<file path="src/rtl/uart_pkg.sv">
// Shared UART types and helpers: FSM state encoding, parity modes, baud divisor.
package uart_pkg;

    typedef enum logic [2:0] {
        StIdle,
        StStart,
        StData,
        StParity,
        StStop
    } state_t;

    localparam int unsigned PAR_NONE = 0;
    localparam int unsigned PAR_ODD  = 1;
    localparam int unsigned PAR_EVEN = 2;

    function automatic int unsigned baud_count(input int unsigned clk_freq,
                                               input int unsigned baud_rate);
        return clk_freq / baud_rate;
    endfunction

endpackage

</file>
<file path="src/rtl/uart_baud_gen.sv">
// Bit-period timer: reloads to COUNT-1 on a frame start or at each bit end,
// and flags the last clk cycle of every bit while enabled.
module uart_baud_gen #(
    parameter int unsigned COUNT = 4
) (
    input  logic clk,
    input  logic rst_n,
    input  logic reload,
    input  logic en,
    output logic bit_end
);

    localparam int unsigned W = $clog2(COUNT);
    localparam logic [W-1:0] LAST = W'(COUNT - 1);

    logic [W-1:0] cnt;

    always_ff @(posedge clk or negedge rst_n) begin
        if (!rst_n) begin
            cnt <= '0;
        end else if (reload || bit_end) begin
            cnt <= LAST;
        end else if (en) begin
            cnt <= cnt - W'(1);
        end
    end

    assign bit_end = en && (cnt == '0);

endmodule

</file>
<file path="src/rtl/uart_tx_cfg.sv">
// Configurable UART transmitter: start, DATA_BITS LSB first, optional parity, 1-2 stop bits.
// Define UART_TX_FIFO_EN to put a FIFO_DEPTH-entry word FIFO in front for back-to-back frames.
module uart_tx_cfg
    import uart_pkg::*;
#(
    parameter int unsigned CLK_FREQ   = 50000000,
    parameter int unsigned BAUD_RATE  = 9600,
    parameter int unsigned DATA_BITS  = 8,
    parameter int unsigned PARITY     = 0,
    parameter int unsigned STOP_BITS  = 1,
    parameter int unsigned FIFO_DEPTH = 4
) (
    input  logic                 clk,
    input  logic                 rst_n,
    input  logic [DATA_BITS-1:0] data_in,
    input  logic                 send,
    output logic                 ready,
    output logic                 tx,
    output logic                 busy,
    output logic                 tx_done
);

    localparam int unsigned BAUD_COUNT = baud_count(CLK_FREQ, BAUD_RATE);
    localparam int unsigned BW = $clog2(DATA_BITS + 1);
    localparam logic [BW-1:0] DATA_LAST = BW'(DATA_BITS - 1);
    localparam logic [BW-1:0] STOP_LAST = BW'(STOP_BITS - 1);

    generate
        if (BAUD_COUNT < 2) begin : g_bad_baud
            $error("uart_tx_cfg: CLK_FREQ/BAUD_RATE must be >= 2");
        end
        if (DATA_BITS < 5 || DATA_BITS > 9) begin : g_bad_data
            $error("uart_tx_cfg: DATA_BITS must be 5..9");
        end
        if (PARITY > PAR_EVEN) begin : g_bad_parity
            $error("uart_tx_cfg: PARITY must be 0, 1 or 2");
        end
        if (STOP_BITS < 1 || STOP_BITS > 2) begin : g_bad_stop
            $error("uart_tx_cfg: STOP_BITS must be 1 or 2");
        end
        if (FIFO_DEPTH < 2 || (FIFO_DEPTH & (FIFO_DEPTH - 1)) != 0) begin : g_bad_fifo
            $error("uart_tx_cfg: FIFO_DEPTH must be a power of 2 >= 2");
        end
    endgenerate

    state_t               state;
    logic [DATA_BITS-1:0] shift;
    logic [BW-1:0]        bit_idx;
    logic                 par_bit;
    logic                 bit_end;
    logic                 baud_en;
    logic                 accept;
    logic                 load;
    logic                 frame_end;
    logic [DATA_BITS-1:0] load_word;

    assign accept    = send && ready;
    assign baud_en   = (state != StIdle);
    assign frame_end = (state == StStop) && bit_end && (bit_idx == STOP_LAST);

    uart_baud_gen #(
        .COUNT(BAUD_COUNT)
    ) u_baud (
        .clk    (clk),
        .rst_n  (rst_n),
        .reload (load),
        .en     (baud_en),
        .bit_end(bit_end)
    );

`ifdef UART_TX_FIFO_EN
    localparam int unsigned AW = $clog2(FIFO_DEPTH);

    logic [DATA_BITS-1:0] mem [FIFO_DEPTH];
    logic [AW-1:0]        wr_ptr;
    logic [AW-1:0]        rd_ptr;
    logic [AW:0]          count;
    logic                 empty;
    logic                 full;
    logic                 bypass;
    logic                 push;
    logic                 pop;

    assign empty = (count == '0);
    assign full  = (count == (AW + 1)'(FIFO_DEPTH));
    assign ready = !full;

    // An idle serialiser with nothing queued takes the word straight from data_in.
    assign bypass    = accept && (state == StIdle) && empty;
    assign push      = accept && !bypass;
    assign pop       = !empty && ((state == StIdle) || frame_end);
    assign load      = bypass || pop;
    assign load_word = pop ? mem[rd_ptr] : data_in;

    always_ff @(posedge clk) begin
        if (push) begin
            mem[wr_ptr] <= data_in;
        end
    end

    always_ff @(posedge clk or negedge rst_n) begin
        if (!rst_n) begin
            wr_ptr <= '0;
            rd_ptr <= '0;
            count  <= '0;
        end else begin
            if (push) begin
                wr_ptr <= wr_ptr + AW'(1);
            end
            if (pop) begin
                rd_ptr <= rd_ptr + AW'(1);
            end
            if (push && !pop) begin
                count <= count + (AW + 1)'(1);
            end else if (pop && !push) begin
                count <= count - (AW + 1)'(1);
            end
        end
    end
`else
    // Held low during the tx_done cycle so every frame is followed by an idle cycle.
    assign ready     = (state == StIdle) && !tx_done;
    assign load      = accept;
    assign load_word = data_in;
`endif

    always_ff @(posedge clk or negedge rst_n) begin
        if (!rst_n) begin
            state   <= StIdle;
            shift   <= '0;
            bit_idx <= '0;
            par_bit <= 1'b0;
            tx      <= 1'b1;
            busy    <= 1'b0;
            tx_done <= 1'b0;
        end else begin
            // Pin outputs trail the state by one cycle, so each state period maps onto one bit.
            case (state)
                StStart:  tx <= 1'b0;
                StData:   tx <= shift[0];
                StParity: tx <= par_bit;
                default:  tx <= 1'b1;
            endcase
            busy    <= (state != StIdle);
            tx_done <= frame_end;

            if (load) begin
                shift   <= load_word;
                par_bit <= (PARITY == PAR_ODD) ? ~^load_word : ^load_word;
            end

            case (state)
                StIdle: begin
                    if (load) begin
                        state <= StStart;
                    end
                end
                StStart: begin
                    if (bit_end) begin
                        state   <= StData;
                        bit_idx <= '0;
                    end
                end
                StData: begin
                    if (bit_end) begin
                        shift <= shift >> 1;
                        if (bit_idx == DATA_LAST) begin
                            bit_idx <= '0;
                            state   <= (PARITY != PAR_NONE) ? StParity : StStop;
                        end else begin
                            bit_idx <= bit_idx + BW'(1);
                        end
                    end
                end
                StParity: begin
                    if (bit_end) begin
                        state <= StStop;
                    end
                end
                StStop: begin
                    if (bit_end) begin
                        if (bit_idx == STOP_LAST) begin
                            bit_idx <= '0;
                            state   <= load ? StStart : StIdle;
                        end else begin
                            bit_idx <= bit_idx + BW'(1);
                        end
                    end
                end
                default: state <= StIdle;
            endcase
        end
    end

endmodule
</file>
<file path="config.mk">
export PLATFORM = sky130hd
export DESIGN_NAME = uart_tx_cfg
export DESIGN_NICKNAME = d
export VERILOG_FILES = /design/src/rtl/uart_pkg.sv /design/src/rtl/uart_baud_gen.sv /design/src/rtl/uart_tx_cfg.sv
export SDC_FILE = /design/constraint.sdc
export NUM_CORES = 1
export LEC_CHECK = 0
export BUFFER_PORTS_ARGS = -buffer_cell sky130_fd_sc_hd__buf_2
export CORE_MARGIN = 3
export CORE_UTILIZATION = 63
export CTS_CLUSTER_SIZE = 20
export DETAILED_ROUTE_END_ITERATION = 10
export HOLD_SLACK_MARGIN = 0.1
export PLACE_DENSITY = 0.84
export RECOVER_POWER = 25
export SYNTH_ARGS = -nofsm -noshare
export SYNTH_HDL_FRONTEND = slang
export SYNTH_HIERARCHICAL = 1
export SYNTH_SLANG_ARGS = --single-unit
</file>
<file path="constraint.sdc">
create_clock -name clk -period 4.99 [get_ports clk]
set_input_delay 0.2495 -clock clk [delete_from_list [all_inputs] [get_ports clk]]
set_output_delay 0.2495 -clock clk [all_outputs]
set_load 0.1 [all_outputs]
</file>
After elaboration in Yosys (flattened, before gate mapping)
Index checks and enable logic that the tools add are counted.
{"block": "classes", "reduce_logical": 16, "n_eq_ne": 12, "muxes": 21, "add_sub_neg": 2}
{"operator": "$mux 13", "n": 2}
{"operator": "$mux 8", "n": 3}
{"operator": "$mux 3", "n": 7}
{"operator": "$mux 4", "n": 5}
{"operator": "$pmux 3 s5", "n": 1}
{"operator": "$logic_not 13->1", "n": 1}
{"operator": "$sub 13x1->13 const B", "n": 1}
{"operator": "$ne 2x2->1 const B", "n": 6}
{"operator": "$pmux 4 s3", "n": 1}
{"operator": "$reduce_xor 8->1", "n": 1}
{"operator": "$reduce_and 7->1", "n": 1}
{"operator": "$eq 3x2->1 const B", "n": 2}
{"operator": "$reduce_bool 3->1", "n": 2}
{"operator": "$logic_and 1x1->1", "n": 5}
{"operator": "$add 4x1->4 const B", "n": 1}
{"operator": "$eq 4x3->1 const B", "n": 1}
{"operator": "$logic_not 4->1", "n": 1}
{"operator": "$reduce_and 4->1", "n": 1}
{"operator": "$eq 3x1->1 const B", "n": 1}
{"operator": "$eq 3x3->1 const B", "n": 1}
{"operator": "$logic_not 3->1", "n": 1}
{"operator": "$pmux 1 s3", "n": 1}
{"operator": "$ne 2x1->1 const B", "n": 1}
{"operator": "$reduce_bool 2->1", "n": 1}
{"operator": "other kinds (3)", "n": 3}
{"block": "totals", "out_inout_bits": 4, "ff_bits": 32, "input_bits": 11}

Depth between registers and ports, before layout
Gate-level depths: netlist of run 1.
{"block": "logic_depth", "depth_word": 7, "ltp_mapped": 10, "mapped_depth_nobuf": 7}

Modules after synthesis
The synthesis of run 1 kept the hierarchy.
{"module": "uart_tx_cfg", "seq_area_each_um2": 476.7, "cells_per_inst": 107, "area_each_um2": 1049.8, "n_inst": 1}
{"module": "uart_baud_gen", "seq_area_each_um2": 325.3, "cells_per_inst": 67, "area_each_um2": 679.4, "n_inst": 1}

Worst setup path before layout of run 1
No wires, ideal clock.
{"block": "synth_timing", "kind": "reg-to-reg", "from": "register state[0]", "to": "register shift[4]", "stages_incl_launch_ff": 10, "path_buffers": 3, "setup_slack_ps": 2377, "t_arrival_ps": 2477, "period_less_slack_ps": 2613, "cell_sequence": "dfrtp_1 > buf_2 > nor3_2 > inv_1 > or4b_4 > nor4_2 > and3_1 > clkbuf_1 > clkbuf_1 > o21ai_0"}
{"block": "synth_between", "word_cells_on_any_way": 9, "classes_between": "1 x eq/ne; 3 x mux; 5 x reduce/logical"}
{"item": "from (decl)", "line_no": "uart_tx_cfg.sv:46", "source": "state_t state;"}
{"item": "from (signal assigned)", "line_no": "uart_tx_cfg.sv:129", "source": "state <= StIdle;"}
{"item": "from (signal assigned)", "line_no": "uart_tx_cfg.sv:155", "source": "state <= StStart;"}
{"item": "from (signal assigned)", "line_no": "uart_tx_cfg.sv:160", "source": "state <= StData;"}
{"item": "$reduce_bool 3->1", "line_no": "uart_tx_cfg.sv:58", "source": "assign baud_en = (state != StIdle);"}
{"item": "via baud_en", "line_no": "uart_tx_cfg.sv:51", "source": "logic baud_en;"}
{"item": "$logic_and 1x1->1", "line_no": "uart_baud_gen.sv:28", "source": "assign bit_end = en && (cnt == '0);"}
{"item": "via bit_end", "line_no": "uart_tx_cfg.sv:50", "source": "logic bit_end;"}
{"item": "$mux 8", "line_no": "uart_tx_cfg.sv:165", "source": "if (bit_end) begin"}
{"item": "$mux 8", "line_no": "uart_tx_cfg.sv:152", "source": "case (state)"}
{"item": "to (signal assigned)", "line_no": "uart_tx_cfg.sv:148", "source": "shift <= load_word;"}
{"item": "to (signal assigned)", "line_no": "uart_tx_cfg.sv:166", "source": "shift <= shift >> 1;"}
{"item": "to (decl)", "line_no": "uart_tx_cfg.sv:47", "source": "logic [DATA_BITS-1:0] shift;"}
The timed path passes the listed nets, and every way through them passes these cells.
A chain may end at the register's enable or synchronous reset.

Worst setup path in the final report of run 1
{"block": "layout_timing", "from": "register state[1]", "to": "register bit_idx[1]"}
{"block": "layout_between", "elab_chain_len": 4, "word_cells_on_any_way": 11, "classes_between": "6 x eq/ne; 1 x mux; 4 x reduce/logical"}
{"item": "$reduce_bool 3->1 *", "line_no": "uart_tx_cfg.sv:58"}
{"item": "via baud_en", "line_no": "uart_tx_cfg.sv:51"}
{"item": "$logic_and 1x1->1 *", "line_no": "uart_baud_gen.sv:28"}
{"item": "via bit_end", "line_no": "uart_tx_cfg.sv:50"}
{"item": "$ne 2x2->1 (no line)"}
{"item": "$reduce_and 4->1 (no line) *"}
{"item": "to (signal assigned)", "line_no": "uart_tx_cfg.sv:171", "source": "bit_idx <= bit_idx + BW'(1);"}
{"item": "to (signal assigned)", "line_no": "uart_tx_cfg.sv:186", "source": "bit_idx <= bit_idx + BW'(1);"}
{"item": "to (decl)", "line_no": "uart_tx_cfg.sv:48", "source": "logic [BW-1:0] bit_idx;"}
The timed path passes the listed nets; every way through them passes the cells marked *.

==> results of run 1 <==
## layout make-up
| type | count | area [um2] |
|---|---|---|
| fill | 185 | 632 |
| clock buffer | 7 | 65.1 |
| timing repair buffer | 15 | 78.8 |
| multi-input combinational | 129 | 873 |
| sequential | 32 | 802 |
| tap | 30 | 37.5 |
| clock inverter | 1 | 30.0 |
| inverter | 7 | 26.3 |
## logic make-up after synthesis
| family | count (synthesis) | synth area share [%] |
|---|---|---|
| and+or+nand+nor | 72 | 23.8 |
| DFF | 32 | 46.4 |
| AOI/OAI and AO/OA | 24 | 8.68 |
| xor gates and xnor gates | 22 | 11.1 |
| buffers and inverters | 13 | 3.11 |
| muxes | 8 | 4.70 |
| adders and majority gates | 3 | 2.17 |
## tightest hold or removal path: cells and delay by family
family	cells	cell delay, ns
simple gates	1	0.05
compound gates	1	0.05
buf+inv	1	0.11
## cells in the final DEF (no fill, tap or decap), types with 2 or more instances in the layout
cell type / Yosys / layout
a21o_2: 2 / 2
a21oi_1: 2 / 2
buf_2: 4 / 13
clkbuf_4: 0 / 5
clkbuf_8: 0 / 2
dfrtp_1: 31 / 31
ha_1: 3 / 3
inv_1: 7 / 7
mux2i_1: 7 / 7
nand2_1: 24 / 24
nand3_1: 3 / 3
nand3b_1: 3 / 3
nor2_1: 14 / 14
nor3_1: 3 / 3
nor3b_1: 2 / 2
nor4b_1: 2 / 2
nor4bb_1: 2 / 2
o21ai_0: 13 / 13
or2_1: 2 / 2
xnor2_1: 10 / 10
xor2_1: 12 / 12
## per-layer routing
metal | share of wire (%) | vias up | global-route usage, %
met5 | 0 | - | 0
met4 | 1.5 | 0 | 11.3
met3 | 3.9 | 5 | 6.14
met2 | 53 | 31 | 38.9
met1 | 42 | 633 | 26.4
li1 | - | 627 | -
## worst min-delay path by stage
stage | end | start | cells past startpoint | slack [ns]
floorplan | bit_idx[0] | rst_n | 0 | -0.05
global placement | u_baud/cnt[0] | rst_n | 1 | 0.33
detailed placement | u_baud/cnt[0] | rst_n | 1 | 0.33
CTS | shift[7] | data_in[7] | 3 | 0.15
global route | shift[7] | data_in[7] | 3 | 0.16
finish | shift[7] | data_in[7] | 3 | 0.16
## through the flow
step	power [uW]	hold slack, ns
floorplan	274	-0.0461
global placement	285	0.327
detailed placement	285	0.334
CTS	508	0.150
global route	521	0.159
finish	504	0.160
## sequential cells by signal (all words and copies together), names as in the netlist
register / flops
shift: 8
tx_done: 1
state: 3
busy: 1
u_baud/cnt: 13
tx: 1
par_bit: 1
bit_idx: 4
## power by group
group          internal [uW]  leakage [uW]  switching, uW
Clock                    133     0.0000515           90.9
Combinational           9.70      0.000381           11.3
Sequential               259      0.000346              0
==> metrics.txt, run 1 <==
clock buffer depth=2; CP endpoint=bit_idx[1]; family with the most delay on the worst path=simple AND/OR/NAND/NOR gates; cts bufs inserted=5; CP max stage delay=about 0.65 ns; placed cells=around 210; most common library cells after synthesis=31 x dfrtp_1, 24 x nand2_1, 14 x nor2_1; Synth area leader=dfrtp_1; total gr overflow=0; Levels on crit path=7; worst-margin pin slew=1.69 ns; CTS Sinks=32; Die W=between 50 and 60 um; Worst EP arrival=around 3.4 ns; Tcrit/Tclk final=63.4%; critical path class=register to register; Yosys reg bits=32; worst setup margin=about 1.8 ns; worst reg2reg setup slack=1.83 ns; vias post-DR=about 1300; cell count after synthesis=174; Die ar.=around 3400 um2; Final Skew=0.00702 ns; Yosys warning count=6; hold_buf cts=1; worst min path class=input port to register; Ports=15; DR iter-0 viols=40; Clock Latency Late Sink=0.34 ns; Post-synth EDFFs=0; pin count of the biggest net entering global routing=33; Leakage=roughly 0.0008 uW; sequential share of the synthesized area=between 40 and 50%; first-pass GRT wire length=roughly 6 mm; final hold vios=0; crit-path cells=nor3_2 > inv_1 > or4b_4 > nor4_2 > nor4bb_1 > nor2_1 > mux2_2; Max VDD drop=0.249 mV; Critical Path End Type=register; cells on worst reg2reg path=7; final wirelength=3.34 mm; top-area cell type share of the netlist area=~45%; Port Buffers=14; Syn Nets=188; Max Slew Vio Count=33; antenna diode count=0; Finished Cell Area=1910 um2; R2R Path Start=state[1]; most common cell in the netlist=dfrtp_1; die height=58.4 um; end of the worst register-to-register path=bit_idx[1]; Slew HR=-12.9%; Initial Utilization=67.9%; Synth async-reset ratio=100%; Final HPWL DP=between 2 and 2.5 mm; slowest CP cell=nor4_2; vias in the first global route=1416; htree depth=2; final setup fails=0; Mapped Area=roughly 1700 um2; DRC viols=0; area grow syn2layout=10.6%; worst-path fanout max=14; Netlist cell types=46; initial antenna violation count=0; 1st-pass router iterations=4; wire per inst=15.1 um; setup_tns=0 ns; required time of the critical path=5.22 ns; fin crit period=3.16 ns; Main synth FF type=dfrtp_1; Total GRT Usage=22.8%; Synth area leaders=dfrtp_1 45%, xor2_1 6.1%, nand2_1 5.2%; Post-CTS Setup Bufs=0; Avg Cell Area, Syn=a little under 10 um2; CORE AREA=2540 um2; row count=18; CTS tree=yes; CP bufs+invs=1; Max-cap violations=1; antenna viol nets, final=0; status=finished with violations; non-filler instance count after layout=221; Root Buffer=clkbuf_4; layout cells sized above 1=17.8%; Place WS=1.89 ns; clock-pin slew on the worst setup and hold paths=0.10 ns; Area after DPL=1810 um2; FMAX=316 MHz; PD cells=about 260 nW/um2; Setup crit start kind=register; RSZ-0062 raised after global routing=no; drt via density=5.86; post-layout util=75.2%; RD Place Congestion=0.857; Critical path origin=state[1]; post-CTS sizing=0; failing checks=capacitance limit, slew limit; Final nets=204
Note: power is estimated with default switching activity, not from simulation.
==> inputs of run 2 (changes only) <==
--- a/config.mk
+++ b/config.mk
@@ -7,11 +7,11 @@
 export LEC_CHECK = 0
 export BUFFER_PORTS_ARGS = -buffer_cell sky130_fd_sc_hd__buf_2
 export CORE_MARGIN = 3
-export CORE_UTILIZATION = 63
+export CORE_UTILIZATION = 58
 export CTS_CLUSTER_SIZE = 20
 export DETAILED_ROUTE_END_ITERATION = 10
 export HOLD_SLACK_MARGIN = 0.1
-export PLACE_DENSITY = 0.84
+export PLACE_DENSITY = 0.78
 export RECOVER_POWER = 25
 export SYNTH_ARGS = -nofsm -noshare
 export SYNTH_HDL_FRONTEND = slang
==> constraint.sdc (replaced) <==
create_clock -name clk -period 3.3 [get_ports clk]
set_input_delay 0.165 -clock clk [delete_from_list [all_inputs] [get_ports clk]]
set_output_delay 0.165 -clock clk [all_outputs]
set_load 0.1 [all_outputs]
==> metrics.txt, run 2 (synthesized netlist as in run 1, its figures left out) <==
status=finished with violations (unchanged); failing checks=capacitance limit, slew limit (unchanged); max reg flops=13 (unchanged); wire per inst=13.3 um (was 15.1 um); Fin Hold WS=0.154 ns (was 0.160 ns); CORE AREA=2810 um2 (was 2540 um2); Clock Latency Late Sink=0.33 ns (was 0.34 ns); Int Power=509 uW (was 402 uW); Tcrit/Tclk final=84.1% (was 63.4%); htree depth=2 (unchanged); PD cells=344 nW/um2 (was 263 nW/um2); row count=19 (was 18); clock-pin slew on the worst setup and hold paths=0.10 ns (about the same); cts bufs inserted=5 (unchanged); post-layout util=67.7% (was 75.2%); critical path class=register to register (unchanged); CP max stage delay=0.60 ns (was 0.65 ns); Area after DPL=1820 um2 (was 1810 um2); final hold vios=0 (unchanged); Max Slew Vio Count=33 (unchanged); worst-path fanout max=14 (unchanged); worst-margin pin slew=1.68 ns (was 1.69 ns); setup_tns=0 ns (unchanged); initial antenna violation count=0 (unchanged); worst setup margin=0.524 ns (was 1.83 ns); antenna viol nets, final=0 (unchanged); layout cells sized above 1=18.1% (was 17.8%); worst reg2reg setup slack=0.52 ns (was 1.83 ns); sequential share of power=60.0% (was 51.4%); Final Skew=0.00893 ns (was 0.00702 ns); slowest CP cell=nor4_2 (unchanged); DR iter-0 viols=53 (was 40); Place WS=0.507 ns (was 1.89 ns); required time of the critical path=3.53 ns (was 5.22 ns); Port Buffers=14 (unchanged); switching portion of total power=22.2% (was 20.3%); Largest regs=u_baud/cnt x13, shift x8, bit_idx x4 (unchanged); Leakage=0.000773 uW (was 0.000778 uW); first-pass GRT wire length=5.13 mm (was 5.92 mm); register name with the most flops=u_baud/cnt (unchanged); 1st-pass router iterations=5 (was 4); Clk pwr share=35.1% (was 44.4%); CTS Sinks=32 (unchanged); Worst EP arrival=3.00 ns (was 3.39 ns); vias post-DR=1249 (was 1296); RSZ-0062 raised after global routing=no (unchanged); Total GRT Usage=19.2% (was 22.8%); Initial Utilization=61.6% (was 67.9%); fin crit period=2.78 ns (was 3.16 ns); RD Place Congestion=0.814 (was 0.857); Critical Path End Type=register (unchanged); DRC viols=0 (unchanged); antenna diode count=0 (unchanged); Finished Cell Area=1900 um2 (was 1910 um2); Final nets=206 (was 204); Slew HR=-11.8% (was -12.9%); CTS tree=yes (unchanged); Max VDD drop=0.253 mV (was 0.249 mV); vias in the first global route=1163 (was 1416); crit-path cells=nor3_2 > inv_1 > or4b_4 > nor4_2 > nor4bb_1 > nor2_1 > mux2_2 (unchanged); Root Buffer=clkbuf_4 (unchanged); most frequent cells in the layout=31 x dfrtp_1, 24 x nand2_1, 14 x nor2_1 (unchanged); drt via density=5.58 (was 5.86); final setup fails=0 (unchanged); area grow syn2layout=9.77% (was 10.6%); clock buffer depth=2 (unchanged); final wirelength=2.97 mm (was 3.34 mm); worst min path class=input port to register (unchanged); Ports=15 (unchanged); Die ar.=3670 um2 (was 3410 um2); Setup crit start kind=register (unchanged); Max-cap violations=1 (unchanged); combinational power share=4.9% (was 4.2%); FMAX=360 MHz (was 316 MHz); Final HPWL DP=2.19 mm (was 2.34 mm); total gr overflow=0 (unchanged); die height=60.6 um (was 58.4 um); Net Switching=145 uW (was 102 uW); pin count of the biggest net entering global routing=33 (unchanged); most common cell after layout, fill and taps aside=dfrtp_1 (unchanged); Die W=60.6 um (was 58.4 um)
## run 2: changes by cell type in the layout (fill, tap and decap cells not counted)
cell	previous run	this run
dlygate4sd3_1	1	2
clkbuf_8	2	1
buf_4	0	1
bufinv_16	1	0
clkinv_2	0	2
## run 2: critical path, delay by kind of cell, from the launching register on
family	cells	cell delay [ns]
and+or+nand+nor	5	1.74
DFF	1	0.59
muxes	1	0.26
buffers and inverters	1	0.09
## run 2: what timing repair did
action | CTS | global route
endpoints found under the hold margin | 32 | 0
resized for setup | 0 | 0
buffers inserted | 0 | 0
hold buffers | 2 | 0
## run 2: per-layer routing
layer  track usage, %  up-vias  share of wire (%)  routed length [um]
met1             24.8      592                 48                1430
met3             5.96        4                4.6                 138
met4             8.36        0                1.0                  30
met5                0        -                  0                   0
met2             29.6       24                 46                1370
li1                 -      629                  -                   -
## run 2: layout make-up
cell class              instances  area (um2)
fillers                       219         907
multi-input cells             129         873
flip-flops and latches         32         802
repair buffers                 17        96.3
clock buffers                   6        51.3
well taps                      31        38.8
inverters                       7        26.3
clock inverters                 2        10.0
## run 2: power by group through the flow
stage,Combinational [uW],Sequential (uW),Clock [uW]
2_1_floorplan,14.8,400,0
3_3_place_gp,30.6,400,0
3_5_place_dp,31.3,400,0
4_1_cts,33.1,392,242
5_1_grt,35.9,392,256
6_report,31.9,392,230
## run 2: final timing paths
| path | start | to | cells after the start |
|---|---|---|---|
| worst min-delay path | data_in[4] | shift[4] | 3 |
| worst min register to register | par_bit | par_bit | 2 |
| max in group asynchronous | rst_n | state[1] | 2 |
| min in group asynchronous | rst_n | bit_idx[3] | 2 |
| worst max register to register | state[1] | bit_idx[1] | 7 |
| worst max-delay path | state[1] | bit_idx[1] | 7 |
## run 2: stage by stage
| step | std cells | total power (uW) |
|---|---|---|
| after floorplan | 174 | 414 |
| after global placement | 214 | 430 |
| after detailed placement | 214 | 431 |
| after CTS | 224 | 667 |
| after global routing | 224 | 684 |
| final | 224 | 653 |
==> inputs of run 3 (changes only) <==
--- a/config.mk
+++ b/config.mk
@@ -7,11 +7,11 @@
 export LEC_CHECK = 0
 export BUFFER_PORTS_ARGS = -buffer_cell sky130_fd_sc_hd__buf_2
 export CORE_MARGIN = 3
-export CORE_UTILIZATION = 58
+export CORE_UTILIZATION = 53
 export CTS_CLUSTER_SIZE = 20
 export DETAILED_ROUTE_END_ITERATION = 10
 export HOLD_SLACK_MARGIN = 0.1
-export PLACE_DENSITY = 0.78
+export PLACE_DENSITY = 0.75
 export RECOVER_POWER = 25
 export SYNTH_ARGS = -nofsm -noshare
 export SYNTH_HDL_FRONTEND = slang
==> constraint.sdc (replaced) <==
create_clock -name clk -period 2.3 [get_ports clk]
set_input_delay 0.115 -clock clk [delete_from_list [all_inputs] [get_ports clk]]
set_output_delay 0.115 -clock clk [all_outputs]
set_load 0.1 [all_outputs]
==> metrics.txt, run 3 (synthesized netlist as in run 1, its figures left out) <==
cts bufs inserted=5 (unchanged); CORE AREA=3080 um2 (was 2810 um2); total power draw=1100 uW (was 653 uW); final setup fails=0 (unchanged); htree depth=2 (unchanged); required time of the critical path=2.53 ns (was 3.53 ns); initial antenna violation count=0 (unchanged); fin crit period=2.17 ns (was 2.78 ns); vias post-DR=1370 (was 1249); CTS Sinks=32 (unchanged); Fin Hold WS=0.114 ns (was 0.154 ns); DRC viols=0 (unchanged); register area=802 um2 (unchanged); Initial Utilization=56.2% (was 61.6%); Max Slew Vio Count=33 (unchanged); Max-cap violations=1 (unchanged); most frequent cells in the layout=31 x dfrtp_1, 24 x nand2_1, 13 x nor2_1, 13 x buf_2 (was 31 x dfrtp_1, 24 x nand2_1, 14 x nor2_1); die height=63.1 um (was 60.6 um); pin count of the biggest net entering global routing=33 (unchanged); first-pass GRT wire length=6.31 mm (was 5.13 mm); most common cell after layout, fill and taps aside=dfrtp_1 (unchanged); final hold vios=0 (unchanged); Largest regs=u_baud/cnt x13, shift x8, bit_idx x4 (unchanged); Clock Latency Late Sink=0.34 ns (was 0.33 ns); non-filler instance count after layout=251 (was 224); PD cells=526 nW/um2 (was 344 nW/um2); DR iter-0 viols=83 (was 53); Slew HR=-12.6% (was -11.8%); Die W=63.1 um (was 60.6 um); failing checks=capacitance limit, slew limit (unchanged); Fillers=228 (was 219); Ports=15 (unchanged); Root Buffer=clkbuf_4 (unchanged); Final HPWL DP=2.49 mm (was 2.19 mm); Leakage=0.000872 uW (was 0.000773 uW); worst min path class=input port to register (unchanged); FMAX=462 MHz (was 360 MHz); wire per inst=13.7 um (was 13.3 um); placed cells=235 (was 214); Critical Path End Type=register (unchanged); Worst EP arrival=2.40 ns (was 3.00 ns); Final nets=220 (was 206); RD Place Congestion=0.865 (was 0.814); Total GRT Usage=20.4% (was 19.2%); area grow syn2layout=20.7% (was 9.77%); Tcrit/Tclk final=94.1% (was 84.1%); CP max stage delay=0.59 ns (was 0.60 ns); drt via density=5.46 (was 5.58); worst-margin pin slew=1.69 ns (was 1.68 ns); worst-path fanout max=7 (was 14); total gr overflow=0 (unchanged); slowest CP cell=or4_1 (was nor4_2); setup_tns=0 ns (unchanged); multi-input logic area=895 um2 (was 873 um2); layout cells sized above 1=23.2% (was 18.1%); final wirelength=3.45 mm (was 2.97 mm); vias in the first global route=1461 (was 1163); status=finished with violations (unchanged); 1st-pass router iterations=4 (was 5); clock-pin slew on the worst setup and hold paths=0.10 ns (about the same); critical path class=register to register (unchanged); antenna diode count=0 (unchanged); antenna viol nets, final=0 (unchanged); register name with the most flops=u_baud/cnt (unchanged); Max VDD drop=0.385 mV (was 0.253 mV); clock buffer depth=2 (unchanged); Die ar.=3980 um2 (was 3670 um2); Final Skew=0.00905 ns (was 0.00893 ns); CTS tree=yes (unchanged); max reg flops=13 (unchanged); RSZ-0062 raised after global routing=no (unchanged); row count=20 (was 19); crit-path cells=or4_1 > nor4_4 > buf_4 > o211ai_1 > o21bai_1 > a21o_2 (was nor3_2 > inv_1 > or4b_4 > nor4_2 > nor4bb_1 > nor2_1 > mux2_2); Port Buffers=14 (unchanged); Setup crit start kind=register (unchanged)
## run 3: layout make-up
class | instances | share of cell area [%]
multi-input combinational | 129 | 42.9
sequential | 32 | 38.4
timing repair buffer | 31 | 10.3
clock buffer | 7 | 3.12
tap | 44 | 2.64
clock inverter | 1 | 1.44
inverter | 7 | 1.26
## run 3: where the power goes
part | total [uW] | switching, uW | internal [uW] | leakage, uW
Sequential | 562 | 0 | 562 | 0.000346
Clock | 483 | 195 | 288 | 0.0000515
Combinational | 52.9 | 25.3 | 27.6 | 0.000475
Total | 1100 | 220 | 878 | 0.000872
## run 3: worst paths after layout
| kind | slack, ns | endpoint | cells after the start | from |
|---|---|---|---|---|
| setup reg to reg | 0.13 | bit_idx[2] | 6 | u_baud/cnt[9] |
| setup / recovery | 0.13 | bit_idx[2] | 6 | u_baud/cnt[9] |
| hold / removal | 0.11 | shift[3] | 3 | data_in[3] |
| max in group asynchronous | 0.59 | state[1] | 2 | rst_n |
| min in group asynchronous | 0.74 | u_baud/cnt[4] | 2 | rst_n |
| hold reg to reg | 0.50 | shift[1] | 2 | shift[2] |
## run 3: timing repair
action,4_1_cts,5_1_grt
hold endpoints to repair,37,0
hold buffers,7,0
endpoints found under the setup margin,0,12
gates resized for setup,0,2
setup buffers,0,1
## run 3: critical path: cells and delay by family (launching register included)
kind                   cells  cell delay, ns
AO/OA/AOI/OAI              3            0.56
flip-flops                 1            0.44
buffers and inverters      1            0.18
AND/OR/NAND/NOR            2            0.88
## run 3: metrics by stage
stage,util (%),cell area [um2],worst slack [ns]
after global routing,67.8,2090,0.0447
after global placement,62.1,1910,0.153
after CTS,67.5,2080,0.0591
after floorplan,-,1750,0.0106
after detailed placement,62.1,1910,0.0837
final,67.8,2090,0.135
## run 3: metal layers
| metal | wire (um) | up-vias | track usage [%] |
|---|---|---|---|
| met2 | 1720 | 33 | 35.3 |
| met4 | 62 | 0 | 7.99 |
| met1 | 1510 | 671 | 23.1 |
| met5 | 0 | - | 0 |
| met3 | 155 | 7 | 6.60 |
| li1 | - | 659 | - |
